==> config.mk <==
export PLATFORM = sky130hd
export DESIGN_NAME = imem_boot_loader_flat
export DESIGN_NICKNAME = d
export VERILOG_FILES = /design/src/rtl/imem_boot_pkg.sv /design/src/rtl/imem_boot_loader_if.sv /design/src/rtl/imem_boot_loader_assembler.sv /design/src/rtl/imem_boot_loader.sv /design/src/flat_wrapper.sv
export SDC_FILE = /design/constraint.sdc
export NUM_CORES = 1
export LEC_CHECK = 0
export ABC_CLOCK_PERIOD_IN_PS = 2900
export BUFFER_PORTS_ARGS = -buffer_cell sky130_fd_sc_hd__buf_2
export CORE_ASPECT_RATIO = 0.7
export CORE_MARGIN = 1.5
export CORE_UTILIZATION = 51
export DETAILED_ROUTE_END_ITERATION = 7
export MAX_ROUTING_LAYER = met4
export PLACE_DENSITY = 0.77
export SYNTH_ARGS = -nofsm -noshare
export SYNTH_HDL_FRONTEND = slang
export SYNTH_SLANG_ARGS = --single-unit
==> constraint.sdc <==
create_clock -name clock_i -period 2.9 [get_ports clock_i]
set_input_delay 0.87 -clock clock_i [delete_from_list [all_inputs] [get_ports clock_i]]
set_output_delay 0.87 -clock clock_i [all_outputs]
set_load 0.005 [all_outputs]
==> src/rtl/imem_boot_pkg.sv <==
// imem_boot_pkg: shared state encoding and constants for the instruction-memory boot loader
// No ports; imported by the loader top and its byte/word assembler.
package imem_boot_pkg;
    typedef enum logic [2:0] {
        S_IDLE,
        S_COUNT,
        S_BYTES,
        S_WRITE,
        S_RUN,
        S_HALTED,
        S_ERROR
    } state_t;
    localparam int BYTES_PER_WORD = 4;
    localparam logic [5:0] HALT_OPCODE = 6'b111001;
endpackage

==> src/rtl/imem_boot_loader_if.sv <==
// imem_boot_loader_if: program stream, core control and instruction-memory port bundle
// Ports: none; master = loader side, slave = stream source / core / memory side.
interface imem_boot_loader_if #(parameter int ADDR_W = 5);
    logic              load_start;
    logic              load_valid;
    logic [7:0]        load_data;
    logic              load_ready;
    logic [ADDR_W-1:0] cpu_pc;
    logic              cpu_halt;
    logic [ADDR_W-1:0] mem_addr;
    logic              mem_we;
    logic [31:0]       mem_wdata;
    logic              cpu_reset;
    logic              cpu_run;
    logic              busy;
    logic              error;
    logic [ADDR_W:0]   words_loaded;
    modport master (
        input  load_start, load_valid, load_data, cpu_pc, cpu_halt,
        output load_ready, mem_addr, mem_we, mem_wdata, cpu_reset, cpu_run, busy, error, words_loaded
    );
    modport slave (
        output load_start, load_valid, load_data, cpu_pc, cpu_halt,
        input  load_ready, mem_addr, mem_we, mem_wdata, cpu_reset, cpu_run, busy, error, words_loaded
    );
endinterface

==> src/rtl/imem_boot_loader_assembler.sv <==
// byte_word_assembler: packs a big-endian byte stream into 32-bit words
// Ports: clock_i/reset_i, clear_i (restart byte count), byte_valid_i/byte_i (accepted byte),
//        word_o (last completed word), word_done_o (this byte completes a word).
module byte_word_assembler
    import imem_boot_pkg::*;
(
    input  logic        clock_i,
    input  logic        reset_i,
    input  logic        clear_i,
    input  logic        byte_valid_i,
    input  logic [7:0]  byte_i,
    output logic [31:0] word_o,
    output logic        word_done_o
);
    logic [23:0] sh_q;
    logic [1:0]  cnt_q;
    logic [31:0] word_q;
    assign word_done_o = byte_valid_i && cnt_q == 2'(BYTES_PER_WORD - 1);
    assign word_o = word_q;
    // The completed word is held separately so it stays stable while the next word streams in.
    always_ff @(posedge clock_i or posedge reset_i) begin
        if (reset_i) begin
            sh_q   <= '0;
            cnt_q  <= '0;
            word_q <= '0;
        end else if (clear_i) begin
            sh_q  <= '0;
            cnt_q <= '0;
        end else if (byte_valid_i) begin
            sh_q  <= {sh_q[15:0], byte_i};
            cnt_q <= cnt_q + 2'd1;
            if (word_done_o) word_q <= {sh_q, byte_i};
        end
    end
endmodule

==> src/rtl/imem_boot_loader.sv <==
// imem_boot_loader: loads a program into instruction RAM, then releases the core and arbitrates the memory port
// Ports: clock_i, reset_i (async active-high), bus (imem_boot_loader_if.master: load stream,
//        core pc/halt in, memory write port and core reset/run/status out).
module imem_boot_loader
    import imem_boot_pkg::*;
#(
    parameter int ADDR_W = 5,
    parameter int DEPTH  = 32
) (
    input  logic clock_i,
    input  logic reset_i,
    imem_boot_loader_if.master bus
);
    localparam int CW = ADDR_W + 1;
    state_t        state_q, state_d;
    logic [CW-1:0] cnt_q, cnt_d, n_q, n_d;
    logic          start, accept, word_done, core_owns;
    logic [31:0]   word;
    assign start = bus.load_start && (state_q == S_IDLE || state_q == S_HALTED || state_q == S_ERROR);
    assign bus.load_ready = state_q == S_COUNT || state_q == S_BYTES;
    assign accept = bus.load_valid && bus.load_ready;
    assign core_owns = state_q == S_RUN || state_q == S_HALTED;
    byte_word_assembler u_asm (
        .clock_i     (clock_i),
        .reset_i     (reset_i),
        .clear_i     (start),
        .byte_valid_i(accept && state_q == S_BYTES),
        .byte_i      (bus.load_data),
        .word_o      (word),
        .word_done_o (word_done)
    );
    always_ff @(posedge clock_i or posedge reset_i) begin
        if (reset_i) begin
            state_q <= S_IDLE;
            cnt_q   <= '0;
            n_q     <= '0;
        end else begin
            state_q <= state_d;
            cnt_q   <= cnt_d;
            n_q     <= n_d;
        end
    end
    always_comb begin
        state_d = state_q;
        cnt_d   = cnt_q;
        n_d     = n_q;
        if (start) begin
            state_d = S_COUNT;
            cnt_d   = '0;
        end else begin
            case (state_q)
                S_COUNT: if (accept) begin
                    state_d = (bus.load_data == 8'd0 || bus.load_data > 8'(DEPTH)) ? S_ERROR : S_BYTES;
                    n_d     = CW'(bus.load_data);
                end
                S_BYTES: state_d = word_done ? S_WRITE : S_BYTES;
                S_WRITE: begin
                    cnt_d   = cnt_q + 1'b1;
                    state_d = (cnt_d == n_q) ? S_RUN : S_BYTES;
                end
                S_RUN:   state_d = bus.cpu_halt ? S_HALTED : S_RUN;
                default: state_d = state_q;
            endcase
        end
    end
    // The word counter doubles as the write address and the words_loaded count.
    assign bus.mem_addr     = core_owns ? bus.cpu_pc : cnt_q[ADDR_W-1:0];
    assign bus.mem_we       = state_q == S_WRITE;
    assign bus.mem_wdata    = word;
    assign bus.cpu_reset    = !core_owns;
    assign bus.cpu_run      = state_q == S_RUN;
    assign bus.busy         = state_q == S_COUNT || state_q == S_BYTES || state_q == S_WRITE;
    assign bus.error        = state_q == S_ERROR;
    assign bus.words_loaded = cnt_q;
endmodule

==> src/flat_wrapper.sv <==
// flat-port wrapper written by rule: the top's interface ports become plain ports
module imem_boot_loader_flat import imem_boot_pkg::*;
#(
    parameter int ADDR_W = 5,
    parameter int DEPTH  = 32
)
  (clock_i, reset_i, bus_load_start, bus_load_valid, bus_load_data, bus_cpu_pc, bus_cpu_halt, bus_load_ready, bus_mem_addr, bus_mem_we, bus_mem_wdata, bus_cpu_reset, bus_cpu_run, bus_busy, bus_error, bus_words_loaded);
  imem_boot_loader_if #(.ADDR_W(ADDR_W)) bus_i ();
  input  logic clock_i;
  input  logic reset_i;
  input wire logic [$bits(bus_i.load_start)-1:0] bus_load_start;
  input wire logic [$bits(bus_i.load_valid)-1:0] bus_load_valid;
  input wire logic [$bits(bus_i.load_data)-1:0] bus_load_data;
  input wire logic [$bits(bus_i.cpu_pc)-1:0] bus_cpu_pc;
  input wire logic [$bits(bus_i.cpu_halt)-1:0] bus_cpu_halt;
  output wire logic [$bits(bus_i.load_ready)-1:0] bus_load_ready;
  output wire logic [$bits(bus_i.mem_addr)-1:0] bus_mem_addr;
  output wire logic [$bits(bus_i.mem_we)-1:0] bus_mem_we;
  output wire logic [$bits(bus_i.mem_wdata)-1:0] bus_mem_wdata;
  output wire logic [$bits(bus_i.cpu_reset)-1:0] bus_cpu_reset;
  output wire logic [$bits(bus_i.cpu_run)-1:0] bus_cpu_run;
  output wire logic [$bits(bus_i.busy)-1:0] bus_busy;
  output wire logic [$bits(bus_i.error)-1:0] bus_error;
  output wire logic [$bits(bus_i.words_loaded)-1:0] bus_words_loaded;
  assign bus_i.load_start = bus_load_start;
  assign bus_i.load_valid = bus_load_valid;
  assign bus_i.load_data = bus_load_data;
  assign bus_i.cpu_pc = bus_cpu_pc;
  assign bus_i.cpu_halt = bus_cpu_halt;
  assign bus_load_ready = bus_i.load_ready;
  assign bus_mem_addr = bus_i.mem_addr;
  assign bus_mem_we = bus_i.mem_we;
  assign bus_mem_wdata = bus_i.mem_wdata;
  assign bus_cpu_reset = bus_i.cpu_reset;
  assign bus_cpu_run = bus_i.cpu_run;
  assign bus_busy = bus_i.busy;
  assign bus_error = bus_i.error;
  assign bus_words_loaded = bus_i.words_loaded;
  imem_boot_loader #(.ADDR_W(ADDR_W), .DEPTH(DEPTH)) u_core (.clock_i(clock_i), .reset_i(reset_i), .bus(bus_i));
endmodule
==> flow_metrics.env <==
export IMPL_status="completed"
export IMPL_hold_path_class="reg2reg"
export IMPL_vdd_ir_drop_worst_uv=519
export IMPL_die_w_um=98.3
export IMPL_via_count=2354
export IMPL_synth_top_family_by_area="multiplexers"
export IMPL_pwr_share_comb_pct=36.5
export IMPL_arrival_ns=1.73
export IMPL_ys_flop_type="dfrtp_1"
export IMPL_wirelength_um=6690
export IMPL_worstPathRequired_ns=2.03
export IMPL_dp_cells=425
export IMPL_layout_commonest_cell="dfrtp_1"
export IMPL_final_cell_mix="dfrtp_1 (73), buf_2 (66), nand2_1 (57)"
export IMPL_ys_warnings_count=0
export IMPL_async_flop_share_pct=100
export IMPL_setup_viol=0
export IMPL_synthXorXnorAreaFrac_pct=3.79
export IMPL_vias_per_cell=5.34
export IMPL_start_kind="register"
export IMPL_numCtsBuffers=9
export IMPL_p_switching_mw=1.37
export IMPL_post_route_period_util_pct=89.8
export IMPL_critPathKind="reg2out"
export IMPL_synth_area_mux_share_pct=15.6
export IMPL_synth_compound_gate_area_share_pct=7.15
export IMPL_syn_area_mm2=0.00324
export IMPL_drc=0
export IMPL_syn_num_nets=311
export IMPL_antenna_cells=0
export IMPL_hpwlAfterDp_um=4630
export IMPL_grt_usage_pct=21.7
export IMPL_cts_buffer_depth=2
export IMPL_syn2layout_area_growth_pct=18.3
export IMPL_post_cts_setup_buffers=0
export IMPL_antenna_found_initial=0
export IMPL_ant_nets=0
export IMPL_synthSimpleGateAreaFrac_pct=13.6
export IMPL_rows=24
export IMPL_wire_per_inst_um=15.2
export IMPL_multi_input_area_mm2=0.00133
export IMPL_finalSetupTns_ns=0
export IMPL_finalHoldViolations=0
export IMPL_grt_first_pass_wirelength_um=11300
export IMPL_layout_drive_gt1_share_pct=37.7
export IMPL_hold_buffers=0
export IMPL_final_seq_area_mm2=0.00183
export IMPL_ys_types=38
export IMPL_avgSynthCellArea_um2=11.1
export IMPL_synth_edf_count=0
export IMPL_skew_ns=0.00538
export IMPL_grt_ovfl_total=0
export IMPL_ys_ff_latch=73
export IMPL_synthCells=291
export IMPL_initialDrtViolationCount=180
export IMPL_detail_route_first_pass_iterations=5
export IMPL_grt_max_degree=35
export IMPL_period_needed_ns=2.60
export IMPL_place_gp_congestion=0.846
export IMPL_clock_fmax_mhz=384
export IMPL_slew_headroom_pct=67.5
export IMPL_clk_pin_slew_worst_paths_ns=0.07
export IMPL_start_util_pct=52.4
export IMPL_clock_sinks=73
export IMPL_die_h_um=69.7
export IMPL_fill_cells=512
export IMPL_endpoint_kind="output port"
export IMPL_intPower_mw=2.54
export IMPL_place_port_buffers=66
export IMPL_final_util_pct=62.0
export IMPL_p_leak_nw=1.89
export IMPL_clockPowerShare_pct=17.2
export IMPL_critPathMaxFanout=17
export IMPL_cts_resized_gates=0
export IMPL_ioPinCount=67
export IMPL_synth_adder_area_share_pct=0.772
export IMPL_clock_latency_ns=0.35
export IMPL_drv_slew=0
export IMPL_fin_cells=441
export IMPL_grt_pass1_vias=2372
export IMPL_seq_power_share_pct=46.4
export IMPL_rsz0062_at_grt="false"
export IMPL_die_area_mm2=0.00685
export IMPL_cts_root_buffer="clkbuf_8"
export IMPL_switching_share_pct=35.1
export IMPL_worstMarginPinSlew_ns=0.487
export IMPL_p_per_area_mw_per_mm2=1020
export IMPL_ys_seq_area_share_pct=56.4
export IMPL_fin_nets=378
export IMPL_core_mm2=0.00619
export IMPL_h_tree_depth=3
export IMPL_cts_tree="yes"
export IMPL_maxCapViolations=0
## routing by layer
metal | wire, um | vias to the layer above | global-route usage (%)
met5 | 0 | - | -
li1 | - | 1125 | -
met1 | 2980 | 1158 | 28.1
met4 | 92 | 0 | 5.95
met3 | 432 | 10 | 8.06
met2 | 3180 | 61 | 32.3
## critical path: stages, from the launching register on
cell and delay (ns):
dfrtp_1 0.65, nand2b_1 0.29, mux2_2 0.33, buf_2 0.13
## layout make-up
class | instances | share of cell area, %
Sequential cell | 73 | 47.7
Multi-Input combinational cell | 196 | 34.6
Timing Repair Buffer | 75 | 10.7
Clock buffer | 10 | 3.33
Tap cell | 78 | 2.55
Clock inverter | 6 | 0.914
Inverter | 3 | 0.294
## cell families after synthesis
group,Yosys count
AOI/OAI and AO/OA,40
buffers and inverters,22
DFF,73
adders and majority gates,2
and+or+nand+nor,95
muxes,45
xor gates and xnor gates,14
## flip-flops by register name, indices dropped and copies added, names as in the netlist
name                     count
u_core.u_asm.cnt_q           2
u_core.state_q               3
u_core.u_asm.sh_q           24
u_core.bus.words_loaded      6
u_core.u_asm.word_o         32
u_core.n_q                   6
## path summary, 6_finish.rpt
kind	start	endpoint	slack, ns	cells past startpoint
max	u_core.state_q[2]	bus_mem_addr[4]	0.30	3
min	u_core.u_asm.word_o[1]	u_core.u_asm.word_o[1]	0.50	1
max reg2reg	u_core.bus.words_loaded[0]	u_core.state_q[1]	0.99	5
min reg2reg	u_core.u_asm.word_o[1]	u_core.u_asm.word_o[1]	0.50	1
max in group asynchronous	reset_i	u_core.u_asm.sh_q[0]	1.72	3
min in group asynchronous	reset_i	u_core.u_asm.word_o[21]	0.54	2
## synth_stat cells (2+ instances only)
cell type | instances | area (um2)
a21oi_1 | 28 | 140
and2_1 | 3 | 18.8
buf_2 | 6 | 30.0
clkbuf_1 | 12 | 45.0
dfrtp_1 | 73 | 1830
ha_1 | 2 | 25.0
inv_1 | 3 | 11.3
mux2_2 | 42 | 473
mux2i_1 | 2 | 20.0
nand2_1 | 57 | 214
nand2b_1 | 3 | 18.8
nand3_1 | 3 | 15.0
nor2_1 | 12 | 45.0
nor2b_1 | 2 | 12.5
nor3_1 | 5 | 25.0
o21a_1 | 2 | 15.0
o21ai_0 | 3 | 15.0
xnor2_1 | 6 | 52.6
xor2_1 | 8 | 70.1
## power by group through the flow
| stage | clock network [mW] | logic [mW] | registers, mW |
|---|---|---|---|
| finish | 0.671 | 1.42 | 1.81 |
| global route | 0.728 | 1.59 | 1.88 |
| CTS | 0.684 | 1.44 | 1.81 |
| detailed placement | 0 | 1.44 | 1.83 |
| global placement | 0 | 1.38 | 1.80 |
| floorplan | 0 | 0.933 | 1.76 |
## stage by stage
stage,hold slack (ns),power (mW),instance area (um2),setup slack [ns]
floorplan,0.481,2.69,3240,0.177
global placement,0.479,3.18,3670,0.536
detailed placement,0.488,3.26,3670,0.488
CTS,0.505,3.93,3830,0.293
global route,0.523,4.20,3830,0.194
finish,0.495,3.91,3830,0.296
Power figures use the tool's default switching activity.
